## config.mk

```make
export PLATFORM = sky130hd
export DESIGN_NAME = cp0_exc_ctrl
export DESIGN_NICKNAME = d
export VERILOG_FILES = /design/src/rtl/cp0_defs.sv /design/src/rtl/cp0_exc_ctrl.sv
export SDC_FILE = /design/constraint.sdc
export NUM_CORES = 1
export LEC_CHECK = 0
export CAP_MARGIN = 40
export CORE_ASPECT_RATIO = 0.75
export CORE_UTILIZATION = 45
export CTS_BUF_LIST = sky130_fd_sc_hd__clkbuf_8
export DETAILED_ROUTE_END_ITERATION = 8
export PLACE_DENSITY_LB_ADDON = 0.08
export SKIP_LAST_GASP = 1
export SLEW_MARGIN = 30
export SYNTH_ARGS = -nofsm -noshare
export SYNTH_HDL_FRONTEND = slang
export SYNTH_SLANG_ARGS = --single-unit
export TNS_END_PERCENT = 50
```

## constraint.sdc

```tcl
create_clock -name clk -period 4.03 [get_ports clk]
set_input_delay 0.806 -clock clk [delete_from_list [all_inputs] [get_ports clk]]
set_output_delay 0.806 -clock clk [all_outputs]
set_load 0.03 [all_outputs]
```

## src/rtl/cp0_defs.sv

```systemverilog
// Shared CP0 definitions: register numbers, exception codes, SR/Cause bit positions.
package cp0_defs;

    localparam logic [4:0] REG_SR    = 5'd12;
    localparam logic [4:0] REG_CAUSE = 5'd13;
    localparam logic [4:0] REG_EPC   = 5'd14;
    localparam logic [4:0] REG_PRID  = 5'd15;

    typedef enum logic [4:0] {
        EXC_INT     = 5'd0,
        EXC_ADEL    = 5'd4,
        EXC_ADES    = 5'd5,
        EXC_SYSCALL = 5'd8,
        EXC_RI      = 5'd10,
        EXC_OV      = 5'd12
    } exc_code_e;

    localparam int SR_IE        = 0;
    localparam int SR_EXL       = 1;
    localparam int SR_IM_LO     = 10;
    localparam int CAUSE_EXC_LO = 2;
    localparam int CAUSE_IP_LO  = 10;
    localparam int CAUSE_BD     = 31;

    localparam logic [31:0] HANDLER_ADDR = 32'h0000_4180;

endpackage

```

## src/rtl/cp0_exc_ctrl.sv

```systemverilog
// Coprocessor-0 exception/interrupt controller at the M stage: SR/Cause/EPC/PRId,
// zero-latency flush request, mfc0/mtc0 access and eret EXL clearing.
module cp0_exc_ctrl
    import cp0_defs::*;
#(
    parameter logic [31:0] PRID    = 32'h2023_0001,
    parameter int          HWINT_W = 6
) (
    input  logic               clk,
    input  logic               reset,
    input  logic [4:0]         rd_addr,
    input  logic [4:0]         wr_addr,
    input  logic [31:0]        wr_data,
    input  logic               wr_en,
    input  logic [31:0]        vpc,
    input  logic               bd_in,
    input  logic [4:0]         exc_in,
    input  logic [HWINT_W-1:0] hw_int,
    input  logic               exl_clr,
    output logic [31:0]        rd_data,
    output logic [31:0]        epc_out,
    output logic               req
);

    logic [HWINT_W-1:0] im_q, im_d;
    logic               exl_q, exl_d;
    logic               ie_q, ie_d;
    logic               bd_q, bd_d;
    logic [HWINT_W-1:0] ip_q;
    logic [4:0]         code_q, code_d;
    logic [31:0]        epc_q, epc_d;

    logic        int_req, exc_req;
    logic [31:0] victim_pc;
    logic [31:0] sr_val, cause_val;

    assign int_req = ie_q & ~exl_q & |(hw_int & im_q);
    assign exc_req = (exc_in != 5'd0) & ~exl_q;
    assign req     = int_req | exc_req;

    // A delay-slot victim restarts at its branch; subtraction wraps modulo 2^32.
    assign victim_pc = bd_in ? (vpc - 32'd4) : vpc;

    always_comb begin
        // NOTE: every signal gets a default first so no path leaves it unassigned (no latch).
        im_d   = im_q;
        exl_d  = exl_q;
        ie_d   = ie_q;
        bd_d   = bd_q;
        code_d = code_q;
        epc_d  = epc_q;
        if (req) begin
            exl_d  = 1'b1;
            bd_d   = bd_in;
            code_d = int_req ? EXC_INT : exc_in;
            epc_d  = victim_pc & ~32'd3;
        end else begin
            if (wr_en && wr_addr == REG_SR) begin
                im_d  = wr_data[SR_IM_LO +: HWINT_W];
                exl_d = wr_data[SR_EXL];
                ie_d  = wr_data[SR_IE];
            end
            if (wr_en && wr_addr == REG_EPC) begin
                epc_d = wr_data;
            end
            if (exl_clr) begin
                exl_d = 1'b0;
            end
        end
    end

    always_ff @(posedge clk or negedge reset) begin
        if (!reset) begin
            im_q   <= '0;
            exl_q  <= 1'b0;
            ie_q   <= 1'b0;
            bd_q   <= 1'b0;
            ip_q   <= '0;
            code_q <= 5'd0;
            epc_q  <= 32'd0;
        end else begin
            // NOTE: sequential state uses non-blocking assignments so all flops update together.
            im_q   <= im_d;
            exl_q  <= exl_d;
            ie_q   <= ie_d;
            bd_q   <= bd_d;
            ip_q   <= hw_int;
            code_q <= code_d;
            epc_q  <= epc_d;
        end
    end

    always_comb begin
        sr_val                            = 32'd0;
        sr_val[SR_IM_LO +: HWINT_W]       = im_q;
        sr_val[SR_EXL]                    = exl_q;
        sr_val[SR_IE]                     = ie_q;
        cause_val                         = 32'd0;
        cause_val[CAUSE_BD]               = bd_q;
        cause_val[CAUSE_IP_LO +: HWINT_W] = ip_q;
        cause_val[CAUSE_EXC_LO +: 5]      = code_q;
    end

    always_comb begin
        case (rd_addr)
            REG_SR:    rd_data = sr_val;
            REG_CAUSE: rd_data = cause_val;
            REG_EPC:   rd_data = epc_q;
            REG_PRID:  rd_data = PRID;
            default:   rd_data = 32'd0;
        endcase
    end

    // Lets an eret directly behind an mtc0 EPC see the new target without a stall.
    assign epc_out = (wr_en && wr_addr == REG_EPC && !req) ? wr_data : epc_q;

endmodule

```

==> Word level (Yosys, flattened, before mapping) <==
Cells that the tools add are included.
{ "word_totals": {"reg_bits": 52, "latch_bits": 0, "ram_bits": 0, "romBits": 0, "inputBits": 90, "output_inout_bits": 65, "wordCells": 39, "memories": 0} }
{ "op_classes": {"add_sub_neg": 1, "multipliers": 0, "div_mod_pow": 0, "order_cmp": 0, "n_eq_ne": 6, "shift": 0, "n_mux": 9, "bitwise_logic": 7, "n_reduce_logical": 9} }
{ "op_table": {"columns": ["operator", "count"], "rows": [
  ["32-bit two-way mux", 4],
  ["32-bit case mux with 4 select lines", 1],
  ["32-bit by 3-bit subtractor with 32-bit output (second input constant)", 1],
  ["5-bit by 4-bit equality test with 1-bit output (second input constant)", 6],
  ["6-bit bitwise AND", 1],
  ["6-bit OR reduction", 1],
  ["5-bit two-way mux", 1],
  ["5-bit nonzero test", 1],
  ["1-bit bitwise AND", 3],
  ["1-bit logical AND", 3],
  ["1-bit two-way mux", 3],
  ["3-bit nonzero test", 1],
  ["1-bit inverter", 2],
  ["2-bit AND reduction", 1],
  ["2-bit nonzero test", 1],
  ["1-bit logical NOT", 1],
  ["1-bit bitwise OR", 1]
]} }

==> Logic depth before layout (Yosys ltp) <==
Gate-level depths: netlist (run 1).
{ "logic_depth": {"depth_word": 7, "depth_mapped": 8, "ltp_nobuf": 6} }

==> Least setup slack after synthesis (run 1) <==
OpenSTA, ideal clock, no wires.
{ "synth_timing": {"kind": "input-to-output", "startpoint": "in wr_addr[4]", "endpoint": "out epc_out[10]", "arrival_ns": 2.479, "required_time_ns": 3.224, "slack_ns": 0.745, "path_stages": 7, "path_buffers": 3, "path_cell_list": "and4b_1 clkbuf_1 and3_1 clkbuf_1 nor3b_2 buf_2 mux2_2"} }
{ "synth_between": {"elab_chain_cells": 4} }
{ "synth_rtl": {"columns": ["element", "line", "rtl"], "rows": [
  ["start, declared", "cp0_exc_ctrl.sv:12", "input logic [4:0] wr_addr,"],
  ["5-bit by 4-bit equality test with 1-bit output", "cp0_exc_ctrl.sv:115", "assign epc_out = (wr_en && wr_addr == REG_EPC && !req) ? wr_data : epc_q;"],
  ["1-bit logical AND (2 in a row)", "cp0_exc_ctrl.sv:115", null],
  ["32-bit two-way mux", "cp0_exc_ctrl.sv:115", null],
  ["end, declared", "cp0_exc_ctrl.sv:21", "output logic [31:0] epc_out,"]
]} }
No other way between the ends.

==> Worst setup path after layout (run 1) <==
{ "layout_timing": {"startpoint": "in hw_int[1]", "endpoint": "out epc_out[4]"} }
{ "layout_between": {"elab_chain_cells": 7} }
{ "layout_rtl": {"columns": ["element", "line", "rtl"], "rows": [
  ["start, declared", "cp0_exc_ctrl.sv:18", "input logic [HWINT_W-1:0] hw_int,"],
  ["6-bit bitwise AND", "cp0_exc_ctrl.sv:37", "assign int_req = ie_q & ~exl_q & |(hw_int & im_q);"],
  ["6-bit OR reduction", "cp0_exc_ctrl.sv:37", null],
  ["1-bit bitwise AND", "cp0_exc_ctrl.sv:37", null],
  ["1-bit bitwise OR", "cp0_exc_ctrl.sv:39", "assign req = int_req | exc_req;"],
  ["1-bit logical NOT", "cp0_exc_ctrl.sv:115", null],
  ["1-bit logical AND", "cp0_exc_ctrl.sv:115", null],
  ["32-bit two-way mux", "cp0_exc_ctrl.sv:115", null]
]} }
No other way between the ends.

==> results.json, run 1 <==
{
  "crit_path_end_kind": "output port",
  "io_buffers": 152,
  "synth-xor-area-share_pct": 3.181,
  "crit_required_ps": 3220,
  "track_usage_pct": 28.07,
  "design.die.area_um2": 8945,
  "slew_headroom_pct": 41.17,
  "grt-ovfl-total": 0,
  "hp-class": "in -> async",
  "drive_gt1_share_pct": 19.48,
  "crit_slowest_cell": "clkdlybuf4s50_1",
  "path_delay_family": "buffers and inverters",
  "synth_cell_types": 58,
  "cellLeakagePower_nw": 2.282,
  "fp.dieW_um": 108.9,
  "root_buffer": "clkbuf_8",
  "yosys.area_share.adder_pct": 0.3246,
  "ir_worst_vdd_mv": 0.3018,
  "ys_ff_latch": 52,
  "area_growth_pct": 45.41,
  "num-fill-cells": 650,
  "yosys-mux-area-fraction_pct": 22.07,
  "grt_antenna_before_repair": 0,
  "wl_per_cell_um": 19.43,
  "fin_hold_ws_ps": 438.4,
  "fp.dieH_um": 82.16,
  "synth_area_leader_cell": "dfrtp_1",
  "maxCapViolations": 0,
  "dr.pass1.iters": 5,
  "holdBufCountCts": 0,
  "synthTopCellsByArea": "dfrtp_1 (34%), mux2_2 (12%), mux2i_1 (10%)",
  "netlist_area_um2": 3855,
  "place_congestion": 0.8639,
  "setup_viol_count_final": 0,
  "synth-compound-area-share_pct": 17.40,
  "synth_common_cells": "dfrtp_1 (52), mux2_2 (40), mux2i_1 (40)",
  "tightest_slew_ps": 860.2,
  "path_max_fanout": 14,
  "rsz0062_at_grt": "true",
  "path_cells": "clkdlybuf4s50_1 -> a22oi_1 -> buf_4 -> a311oi_4 -> nor3b_4 -> buf_12 -> mux2_2 -> clkdlybuf4s50_1",
  "fin_skew_ps": 9.564,
  "drt_iter0_markers": 180,
  "grt_pass1_wl_um": 19000,
  "syn_area_per_cell_um2": 10.01,
  "cts_sinks": 52,
  "cpPeakStageDelay_ps": 600,
  "final_nets": 629,
  "vias": 3825,
  "cp-start-kind": "input port",
  "drtAntennaViolNets": 0,
  "htree_levels": 2,
  "clk_latency_ps": 310,
  "fin_crit_sh_pct": 98.69,
  "synth_warnings": 0,
  "syn-instance-count": 385,
  "core_area_um2": 8093,
  "cts_buffers": 5,
  "layout_min_cycle_time_ps": 3977,
  "yosysTopAreaCellShare_pct": 33.76,
  "synth_top_family_by_area": "multiplexers",
  "vias_per_cell": 5.939,
  "wirelength_um": 12510,
  "clockBufferDepth": 2,
  "slew_viol_final": 0,
  "async_reset_ff_share_pct": 100.0,
  "clock.fmax_mhz": 251.4,
  "drc": 0,
  "pin_count": 155,
  "rows": 28,
  "cp.arrival_ps": 3170,
  "synth_edf_count": 0,
  "p_per_area_nw_per_um2": 494.7,
  "status": "finished, final reports clean",
  "cts_tree": "built",
  "cts_setup_buffers": 0,
  "ctsResizeCount": 11,
  "cts.clk_slew.worst_paths_ps": 100,
  "grt_pass1_vias": 3589,
  "cpMostUsedCell": "clkdlybuf4s50_1",
  "finalHoldViolCount": 0,
  "ys.flop_type": "dfrtp_1",
  "synth_seq_area_share_pct": 33.76,
  "hpwl_um": 9403,
  "synth_fp_nets": 476,
  "initial_core_util_pct": 47.63,
  "crit_type": "in -> out",
  "utilization_pct": 69.26,
  "yosysMostFrequentCell": "dfrtp_1",
  "worst-path-buf-inv": 4,
  "synth_simple_gate_area_share_pct": 16.65,
  "n_antenna_cell": 0,
  "grt_max_degree": 33
}
-- placed cells by master (no fill, tap or decap), drive strengths merged, types with 3 or more instances in the layout --
| master | count |
|---|---|
| clkdlybuf4s50 | 113 |
| dfrtp | 52 |
| mux2i | 40 |
| mux2 | 40 |
| buf | 40 |
| a31oi | 26 |
| inv | 20 |
| and3 | 15 |
| a2111oi | 13 |
| nor2 | 13 |
| dlygate4sd2 | 11 |
| or4 | 11 |
| dlymetal6s2s | 10 |
| nor4 | 10 |
| a22oi | 9 |
| xor2 | 9 |
| o21ai | 9 |
| nand2 | 9 |
| o31ai | 8 |
| or3 | 8 |
| a22o | 6 |
| o2bb2ai | 6 |
| clkbuf | 6 |
| a21oi | 6 |
| nor3 | 6 |
| nor2b | 5 |
| xnor2 | 5 |
| nand3 | 5 |
| nand4 | 3 |
-- through the flow --
| stage | setup TNS [ps] | total power, W | instances | worst slack [ps] | instance area, µm² |
|---|---|---|---|---|---|
| after CTS | -180.7 | 0.002785 | 644 | -21.46 | 5575 |
| after global placement | -436.8 | 0.002463 | 635 | -31.45 | 5489 |
| after global routing | -231.5 | 0.002928 | 644 | -28.96 | 5605 |
| final | 0 | 0.002773 | 644 | 52.76 | 5605 |
| after floorplan | 0 | 0.001873 | 385 | 744.6 | 3855 |
| after detailed placement | -512.8 | 0.002498 | 636 | -39.31 | 5493 |
-- worst paths after layout --
check	startpoint	slack (ps)	cells after the start	to
max in group asynchronous	reset	2790	2	epc_q[18]
setup / recovery	hw_int[1]	50	8	epc_out[4]
setup reg to reg	im_q[0]	1830	5	im_q[0]
hold reg to reg	bd_q	520	1	bd_q
hold / removal	reset	440	1	epc_q[28]
min in group clk	bd_q	520	1	bd_q
-- registers in the layout (all words and copies together), names as in the netlist --
register,count
im_q,6
bd_q,1
code_q,5
exl_q,1
ie_q,1
ip_q,6
epc_q,32
-- logic make-up (layout without fill, tap and decap cells) --
logic type,Yosys count,after routing
buffers and inverters,48,202
AO/OA/AOI/OAI,92,92
adder cells (fa/ha/maj),1,1
XOR/XNOR,14,14
flip-flops,52,52
AND/OR/NAND/NOR,98,98
multiplexers,80,80
-- report_power, final --
part / switching, W / leakage, nW / internal (W) / total, W
Sequential: 0.000177 / 0.613 / 0.000732 / 0.000909
Combinational: 0.000850 / 1.62 / 0.000693 / 0.00154
Clock: 0.000180 / 0.0516 / 0.000141 / 0.000321
-- per-layer routing --
metal | GRT usage, % | part of all wire [%] | up-vias
met5 | 0 | 0 | -
met4 | 5.811 | 0.94 | 0
met3 | 6.593 | 8.2 | 11
met2 | 43.52 | 44 | 149
met1 | 39.90 | 47 | 1865
li1 | - | - | 1800
-- cell type report --
type,instances,area (µm²),share of cell area (%)
multi-input combinational,285,2330,41.56
timing repair buffer,174,1672,29.82
sequential,52,1301,23.21
tap,105,131.4,2.344
clock buffer,6,82.58,1.473
inverter,20,75.07,1.339
clock inverter,2,13.76,0.2455
No activity file was read; power rests on OpenSTA's default activity.
==> inputs of run 2 (changes only) <==
DONT_BUFFER_PORTS = 1   (was default)
==> run 2 against run 1 <==
Via count shrank 17%. Total power shrank 10%. Clock power grew 37%. Non-clock buffer count shrank 152. Global-route usage shrank 3.1 points. Sequential share of layout area grew 8.3 points. Largest power group unchanged.
==> results.json, run 2 (synthesis gave the netlist of run 1 again) <==
{
  "grtUsageMet1_pct": 36.39,
  "hpwl_um": 8252,
  "grtUsageMet3_pct": 8.556,
  "wl_per_cell_um": 22.82,
  "grt_pass1_vias": 2987,
  "track_usage_pct": 24.93,
  "dr.pass1.iters": 4,
  "cts_setup_buffers": 0,
  "area_growth_pct": 7.205,
  "crit_path_end_kind": "output port",
  "clockBufferDepth": 2,
  "drc": 0,
  "cp.arrival_ps": 2310,
  "cts.clk_slew.worst_paths_ps": 110,
  "use_met2_pct": 35.47,
  "cts_sinks": 52,
  "design.die.area_um2": 8945,
  "htree_levels": 2,
  "vias_per_cell": 6.465,
  "maxCapViolations": 0,
  "slew_headroom_pct": 36.57,
  "status": "finished, final reports clean",
  "largestRegisters": "epc_q (32), im_q (6), ip_q (6)",
  "crit_type": "in -> out",
  "crit_required_ps": 3220,
  "grt-ovfl-total": 0,
  "largest_reg_flops": 32,
  "clock.fmax_mhz": 321.1,
  "fin_crit_sh_pct": 77.29,
  "gr-max-usage-layer": "met1",
  "dp.cells": 484,
  "crit_slowest_cell": "and2_1",
  "top_register": "epc_q",
  "place_congestion": 0.8208,
  "n_antenna_cell": 0,
  "fp.dieW_um": 108.9,
  "grt_max_degree": 53,
  "path_max_fanout": 27,
  "worst-path-buf-inv": 1,
  "p_per_area_nw_per_um2": 602.3,
  "fin_cells": 492,
  "drive_gt1_share_pct": 22.48,
  "final_common_cell": "dfrtp_1",
  "grt_antenna_before_repair": 0,
  "fin_tns_setup_ps": 0,
  "cts_tree": "built",
  "fin_skew_ps": 8.351,
  "path_cells": "nand2_1 -> nor3_2 -> buf_4 -> and2_1 -> a22o_1",
  "tightest_slew_ps": 927.5,
  "hp-class": "in -> async",
  "drtAntennaViolNets": 0,
  "cpPeakStageDelay_ps": 540,
  "path_delay_family": "simple AND/OR/NAND/NOR gates",
  "initial_core_util_pct": 47.63,
  "layout_common_cells": "dfrtp_1 (52), mux2i_1 (40), mux2_2 (40), a31oi_1 (26), buf_4 (21)",
  "setup_viol_count_final": 0,
  "pin_count": 155,
  "grt_pass1_wl_um": 16670,
  "clk_latency_ps": 310,
  "rows": 28,
  "wirelength_um": 11230,
  "rsz0062_at_grt": "false",
  "slew_viol_final": 0,
  "cts_buffers": 5,
  "holdBufCountCts": 0,
  "final_nets": 477,
  "root_buffer": "clkbuf_8",
  "fp.dieH_um": 82.16,
  "cp-start-kind": "input port",
  "finalHoldViolCount": 0,
  "drt_iter0_markers": 220,
  "cellLeakagePower_nw": 1.585,
  "io_buffers": 0,
  "layout_min_cycle_time_ps": 3115,
  "ir_worst_vdd_mv": 0.3523,
  "ctsResizeCount": 0,
  "core_area_um2": 8093,
  "vias": 3181
}
run 2: cell count changes in the layout (fill, tap and decap cells not counted), moves of 2 or more:
cell / delta
buf_4: -15
buf_12: -2
dlymetal6s2s_1: -10
dlygate4sd2_1: -11
bufinv_16: +2
clkdlybuf4s50_1: -113
run 2: cell type report:
type | count | area [µm²]
Fill cell | 777 | 3960
Multi-Input combinational cell | 285 | 2326
Sequential cell | 52 | 1301
Timing Repair Buffer | 22 | 161.4
Tap cell | 105 | 131.4
Inverter | 20 | 75.07
Clock buffer | 5 | 68.82
Clock inverter | 3 | 68.82
run 2: metal layers:
metal  wire length, µm  up-vias
li1                  -     1491
met1              5194     1540
met4                72        0
met2              4748      143
met5                 0        -
met3              1211        7
run 2: report_power, final:
group          internal [W]  leakage, nW  switching (W)  total (W)
Clock              0.000250       0.0687       0.000189   0.000440
Combinational      0.000402        0.903       0.000744    0.00115
Sequential         0.000733        0.613       0.000170   0.000903
Total               0.00139         1.58        0.00110    0.00249
run 2: per-stage QoR:
stage | total power (W) | instance area (µm²) | hold WS, ps | utilization [%] | setup slack, ps
3_3_place_gp | 0.002040 | 3991 | 491.2 | 49.32 | 966.5
4_1_cts | 0.002506 | 4133 | 160.7 | 51.07 | 925.9
5_1_grt | 0.002627 | 4133 | 161.0 | 51.07 | 831.3
3_5_place_dp | 0.002060 | 3995 | 511.5 | 49.37 | 925.6
2_1_floorplan | 0.001873 | 3855 | 480.4 | - | 744.6
6_report | 0.002489 | 4133 | 174.7 | 51.07 | 915.3
run 2: final timing paths:
kind	cells past startpoint	endpoint	slack, ps	from
min	0	im_q[2]	170	reset
min in group clk	0	ip_q[2]	510	hw_int[2]
max	5	rd_data[31]	920	rd_addr[3]
max reg2reg	5	epc_q[29]	1740	im_q[4]
max in group asynchronous	0	code_q[4]	3760	reset
min reg2reg	2	code_q[0]	530	code_q[0]
run 2: worst register-to-register path, stage by stage, from the launching register on:
cell and delay [ps]:
dfrtp_1 430, a22oi_1 310, a311oi_4 180, buf_4 270, a2111oi_0 770, a31oi_1 170
